[config.mk]
export PLATFORM = sky130hd
export DESIGN_NAME = instr_fetch_queue
export DESIGN_NICKNAME = d
export VERILOG_FILES = /design/src/rtl/instr_fetch_queue.sv
export SDC_FILE = /design/constraint.sdc
export NUM_CORES = 1
export LEC_CHECK = 0
export CORE_MARGIN = 1
export CORE_UTILIZATION = 25
export CTS_BUF_LIST = sky130_fd_sc_hd__clkbuf_8 sky130_fd_sc_hd__clkbuf_16
export DETAILED_ROUTE_END_ITERATION = 10
export PLACE_DENSITY = 0.4
export SKIP_CTS_REPAIR_TIMING = 1
export SLEW_MARGIN = 20
export SYNTH_ARGS = -nofsm -noshare
export SYNTH_HDL_FRONTEND = slang
export SYNTH_SLANG_ARGS = --single-unit
[constraint.sdc]
create_clock -name CLK -period 7.1 [get_ports CLK]
set_input_delay 1.065 -clock CLK [delete_from_list [all_inputs] [get_ports CLK]]
set_output_delay 1.065 -clock CLK [all_outputs]
set_load 0.005 [all_outputs]
[src/rtl/instr_fetch_queue.sv]
// Instruction fetch stage: byte-wise reads from program memory, two-byte
// instruction assembly, a circular instruction queue for the decoder, and
// flush/restart on branch with dropping of an in-flight memory response.
module instr_fetch_queue #(
    parameter int unsigned DEPTH      = 4,
    parameter logic [15:0] RESET_ADDR = 16'h0000
) (
    input  logic                      CLK,
    input  logic                      RST,
    input  logic                      BRANCH,
    input  logic [15:0]               BRANCH_ADDR,
    output logic [15:0]               MEM_ADDR,
    output logic                      MEM_RD,
    input  logic [7:0]                MEM_RDATA,
    input  logic                      MEM_VALID,
    output logic [15:0]               INSTR,
    output logic [15:0]               INSTR_PC,
    output logic                      INSTR_VALID,
    input  logic                      INSTR_READY,
    output logic [$clog2(DEPTH):0]    QUEUE_COUNT
);
    localparam int unsigned AW = $clog2(DEPTH);
    localparam int unsigned CW = AW + 1;

    typedef enum logic [2:0] {
        IDLE    = 3'd0,
        REQ_HI  = 3'd1,
        WAIT_HI = 3'd2,
        REQ_LO  = 3'd3,
        WAIT_LO = 3'd4
    } state_t;

    state_t        state;
    state_t        state_next;
    logic [15:0]   fetch_addr;
    logic [15:0]   fetch_addr_next;
    logic [7:0]    hi_byte;
    logic          drop;
    logic          drop_next;
    logic          push;
    logic          pop;
    logic          latch_hi;
    logic          mem_rd_next;
    logic [15:0]   mem_addr_next;
    logic [15:0]   instr_q [DEPTH];
    logic [15:0]   pc_q    [DEPTH];
    logic [AW-1:0] rd_ptr;
    logic [AW-1:0] wr_ptr;

    assign INSTR_VALID = (QUEUE_COUNT != '0);
    assign INSTR       = instr_q[rd_ptr];
    assign INSTR_PC    = pc_q[rd_ptr];

    // State register
    always_ff @(posedge CLK or posedge RST) begin
        if (RST) begin
            state <= IDLE;
        end else begin
            state <= state_next;
        end
    end

    // Next state, fetch address, drop flag, queue strobes and memory request
    always_comb begin
        state_next      = state;
        fetch_addr_next = fetch_addr;
        drop_next       = drop;
        push            = 1'b0;
        pop             = 1'b0;
        latch_hi        = 1'b0;
        mem_rd_next     = 1'b0;
        mem_addr_next   = MEM_ADDR;

        if (BRANCH) begin
            // Redirect wins; remember whether a response is still in flight
            state_next      = IDLE;
            fetch_addr_next = BRANCH_ADDR & 16'hFFFE;
            drop_next       = (state == REQ_HI) || (state == REQ_LO)
                           || (((state == WAIT_HI) || (state == WAIT_LO)) && !MEM_VALID)
                           || (drop && !MEM_VALID);
        end else begin
            pop = INSTR_VALID && INSTR_READY;
            if (drop && MEM_VALID) begin
                drop_next = 1'b0;
            end
            case (state)
                IDLE: begin
                    if (!drop && ((QUEUE_COUNT < CW'(DEPTH)) || pop)) begin
                        state_next = REQ_HI;
                    end
                end
                REQ_HI:  state_next = WAIT_HI;
                WAIT_HI: begin
                    if (MEM_VALID) begin
                        latch_hi   = 1'b1;
                        state_next = REQ_LO;
                    end
                end
                REQ_LO:  state_next = WAIT_LO;
                WAIT_LO: begin
                    if (MEM_VALID) begin
                        push            = 1'b1;
                        fetch_addr_next = fetch_addr + 16'd2;
                        state_next      = IDLE;
                    end
                end
                default: state_next = IDLE;
            endcase
        end

        // Memory request is issued in the cycle the FSM sits in a REQ state
        if (state_next == REQ_HI) begin
            mem_rd_next   = 1'b1;
            mem_addr_next = fetch_addr;
        end else if (state_next == REQ_LO) begin
            mem_rd_next   = 1'b1;
            mem_addr_next = fetch_addr | 16'h0001;
        end
    end

    // Fetch address, drop flag, hi byte and memory interface registers
    always_ff @(posedge CLK or posedge RST) begin
        if (RST) begin
            fetch_addr <= RESET_ADDR;
            drop       <= 1'b0;
            hi_byte    <= 8'h00;
            MEM_RD     <= 1'b0;
            MEM_ADDR   <= RESET_ADDR;
        end else begin
            fetch_addr <= fetch_addr_next;
            drop       <= drop_next;
            MEM_RD     <= mem_rd_next;
            MEM_ADDR   <= mem_addr_next;
            if (latch_hi) begin
                hi_byte <= MEM_RDATA;
            end
        end
    end

    // Circular instruction queue; a branch flushes it
    always_ff @(posedge CLK or posedge RST) begin
        if (RST) begin
            rd_ptr      <= '0;
            wr_ptr      <= '0;
            QUEUE_COUNT <= '0;
            for (int i = 0; i < DEPTH; i++) begin
                instr_q[i] <= 16'h0000;
                pc_q[i]    <= 16'h0000;
            end
        end else if (BRANCH) begin
            rd_ptr      <= '0;
            wr_ptr      <= '0;
            QUEUE_COUNT <= '0;
        end else begin
            if (push) begin
                instr_q[wr_ptr] <= {hi_byte, MEM_RDATA};
                pc_q[wr_ptr]    <= fetch_addr;
                wr_ptr          <= wr_ptr + AW'(1);
            end
            if (pop) begin
                rd_ptr <= rd_ptr + AW'(1);
            end
            case ({push, pop})
                2'b10:   QUEUE_COUNT <= QUEUE_COUNT + CW'(1);
                2'b01:   QUEUE_COUNT <= QUEUE_COUNT - CW'(1);
                default: QUEUE_COUNT <= QUEUE_COUNT;
            endcase
        end
    end

endmodule
==> impl_metrics.sql <==
INSERT INTO impl_metrics (metric_group, metric, value, unit) VALUES
('worst_setup_path', 'critical_path.endpoint_type', 'primary output', ''),
('sta', 'timing.final.max_slew_violations', '0', ''),
('worst_setup_path', 'timing.critical_path.depth', '3', ''),
('routing', 'drcViolationCount', '0', ''),
('grt', 'grt_pass1_vias', '5163', ''),
('job', 'maxCapViolations', '0', ''),
('routing', 'routed_via_density', '4.37', ''),
('cts', 'cts_made_buffers', '17', ''),
('worst_setup_path', 'timing.rr.start', 'state[2]', ''),
('worst_setup_path', 'worst_reg_to_reg_path_cell_count', '4', ''),
('status', 'status', 'completed', ''),
('power', 'p_leak', '4.75', 'nW'),
('power', 'comb_power_share', '25.6', '%'),
('routing', 'route.detailed.wl_per_inst', '18.8', 'um'),
('grt', 'groute.usage.overall', '12.3', '%'),
('die', 'core', '32600', 'sq um'),
('worst_setup_path', 'data_required_time_of_the_worst_path', '6.03', 'ns'),
('worst_setup_path', 'critical_path.cell_chain', 'buf_4 > mux4_2 > clkdlybuf4s50_1', ''),
('min_path', 'hold-path-cell-count', '1', ''),
('cts', 'h-tree-depth', '4', ''),
('logic_synthesis', 'synthesis.yosys.warnings', '0', ''),
('routing', 'initial_drt_markers', '198', ''),
('logic_synthesis', 'postSynth.asyncResetShare', '100', '%'),
('power', 'seq_power_share', '41.9', '%'),
('worst_setup_path', 'worstSetupStartpointType', 'flop', ''),
('sta', 'holdWs', '0.501', 'ns'),
('sta', 'rsz0062_at_grt', 'false', ''),
('cells_and_area', 'storage_element_area', '4380', 'sq um'),
('routing', 'route.antenna.remaining_nets', '0', ''),
('place', 'gp_routability_congestion', '0.753', ''),
('cts', 'tritoncts', 'done', ''),
('sta', 'timing.max_slew.rel_slack', '37.0', '%'),
('die', 'dieWidth', '184', 'um'),
('logic_synthesis', 'ys_ff_latch', '175', ''),
('worst_setup_path', 'r2r_path_end', 'instr_q[28]', ''),
('sta', 'timing.clock.skew', '0.00970', 'ns'),
('logic_synthesis', 'number_of_synthesized_flops_with_an_enable_pin', '0', ''),
('min_path', 'holdCritStartpoint', 'instr_q[31]', ''),
('logic_synthesis', 'postSynth.topFlopCell', 'dfrtp_1', ''),
('place', 'placed_cells', '1014', ''),
('cells_and_area', 'multi_input_area', '3660', 'sq um'),
('place', 'port_buffers', '79', ''),
('worst_setup_path', 'path_class', 'flop to primary output', ''),
('cts', 'worst_skew_pair.late_latency', '0.43', 'ns'),
('routing', 'wl', '19600', 'um'),
('cells_and_area', 'n_antenna_cell', '0', ''),
('die', 'die_area', '34000', 'sq um'),
('logic_synthesis', 'ys_seq_area_share', '52.6', '%'),
('power', 'peakVddDrop', '0.164', 'mV'),
('routing', 'drt_pre_antenna_iters', '4', ''),
('die', 'io-pin-count', '82', ''),
('logic_synthesis', 'netlist_instances', '525', ''),
('die', 'rows', '66', ''),
('power', 'cellPowerDensity', '310', 'nW/um^2'),
('sta', 'max_freq', '0.263', 'GHz'),
('place', 'detailed_placement_hpwl', '12200', 'um'),
('logic_synthesis', 'synthesis.area', '8320', 'sq um'),
('power', 'total_switching_power', '0.840', 'mW'),
('worst_setup_path', 'worst-r2r-setup-slack', '4.58', 'ns'),
('worst_setup_path', 'critical-path-top-delay-family', 'buffers and inverters', ''),
('sta', 'hold_viol', '0', ''),
('cts', 'cts-root-buf', 'clkbuf_16', ''),
('logic_synthesis', 'mappedNetlistNets', '560', ''),
('cts', 'clock_tree.buffer_depth', '2', ''),
('power', 'internal_power', '2.29', 'mW'),
('min_path', 'hold_path.class', 'flop to flop', ''),
('die', 'start_util', '25.5', '%'),
('logic_synthesis', 'syn-mean-instance-area', '15.9', 'sq um'),
('sta', 'timing_worst_slew_pin_value', '0.945', 'ns'),
('sta', 'setup_tns', '0', 'ns'),
('worst_setup_path', 'crit_arrival', '2.73', 'ns');
==> kinds of logic (layout without fill, tap and decap cells) <==
logic type | count (synthesis) | after routing | synth area share [%]
compound gates | 30 | 30 | 2.50
xor+xnor | 15 | 15 | 1.58
fa+ha+maj | 6 | 6 | 0.992
buf+inv | 48 | 126 | 3.47
flops | 175 | 175 | 52.6
mux | 181 | 181 | 34.1
other cells | 1 | 1 | 0.0451
simple gates | 69 | 69 | 4.74
==> final cells by class <==
type,instances,share of cell area [%]
inverter,9,0.384
timing repair buffer,86,8.38
clock buffer,20,4.62
clock inverter,11,1.60
tap,442,5.47
multi-input combinational,302,36.2
sequential,175,43.3
==> cells in the final DEF, fill, tap and decap left out, types with 3 or more instances in the layout <==
cell type	n
nand2_4	4
mux4_2	31
nand3_1	4
dfrtp_1	174
nand4_1	6
clkbuf_16	17
xnor2_1	9
a31oi_1	4
mux2_2	28
xor2_1	6
clkinv_2	4
nor3_1	4
nand2_1	21
nor2_1	14
o21ai_0	12
ha_1	5
clkbuf_8	3
buf_4	6
clkdlybuf4s50_1	79
bufinv_16	4
mux2_4	120
inv_1	9
==> worst max path at each step <==
stage | from | end | slack [ns]
6_report | rd_ptr[1] | INSTR[8] | 3.30
5_1_grt | rd_ptr[0] | INSTR_PC[10] | 3.15
4_1_cts | rd_ptr[0] | INSTR[15] | 3.23
3_5_place_dp | MEM_VALID | QUEUE_COUNT[2] | 3.59
3_3_place_gp | MEM_VALID | QUEUE_COUNT[2] | 3.61
2_1_floorplan | RST | MEM_ADDR[0] | 1.29
==> stage by stage <==
step           setup slack [ns]  util, %  cell area (sq um)
6_report                   3.30     31.0              10100
5_1_grt                    3.15     31.0              10100
4_1_cts                    3.23     31.0              10100
3_5_place_dp               3.59     29.1               9480
3_3_place_gp               3.61     29.1               9480
2_1_floorplan              1.29        -               8320
==> layer usage <==
| layer | track usage, % | share of wire [%] | wire length, um | up-vias |
|---|---|---|---|---|
| met1 | 16.4 | 48 | 9380 | 2427 |
| met2 | 19.4 | 47 | 9240 | 99 |
| met4 | 4.10 | 1.6 | 305 | 0 |
| met5 | 0 | 0 | 0 | - |
| li1 | - | - | - | 2024 |
| met3 | 3.14 | 3.7 | 722 | 21 |
==> registers in the layout (all words and copies together) (netlist names) <==
| name | cells |
|---|---|
| drop | 1 |
| pc_q | 60 |
| QUEUE_COUNT | 3 |
| fetch_addr | 15 |
| MEM_ADDR | 16 |
| state | 3 |
| hi_byte | 8 |
| rd_ptr | 2 |
| wr_ptr | 2 |
| MEM_RD | 1 |
| instr_q | 64 |
==> cell usage after synthesis (all sizes together) (5+ instances only) <==
master | instances | area share (%)
dfrtp | 175 | 53
mux2 | 148 | 25
mux4 | 31 | 8.4
nand2 | 25 | 1.5
buf | 22 | 2.3
clkbuf | 17 | 0.77
nor2 | 14 | 0.63
o21ai | 13 | 0.78
inv | 9 | 0.41
xnor2 | 9 | 0.95
nand4 | 6 | 0.45
xor2 | 6 | 0.63
ha | 5 | 0.75
nor3 | 5 | 0.44
==> power by group through the flow <==
stage	registers [mW]	logic, mW	clock network, mW
final	1.31	0.802	1.02
after global routing	1.34	0.876	1.08
after detailed placement	1.33	0.823	0
after CTS	1.32	0.826	1.05
after global placement	1.32	0.813	0
after floorplan	1.25	0.497	0
==> worst register-to-register path, stage by stage, from the launching register on <==
cell and delay [ns]:
dfrtp_1 0.54, or3b_4 0.46, nor3_4 0.38, nand2_4 0.52, mux2_4 0.50
Note: power is estimated with default switching activity, not from simulation.
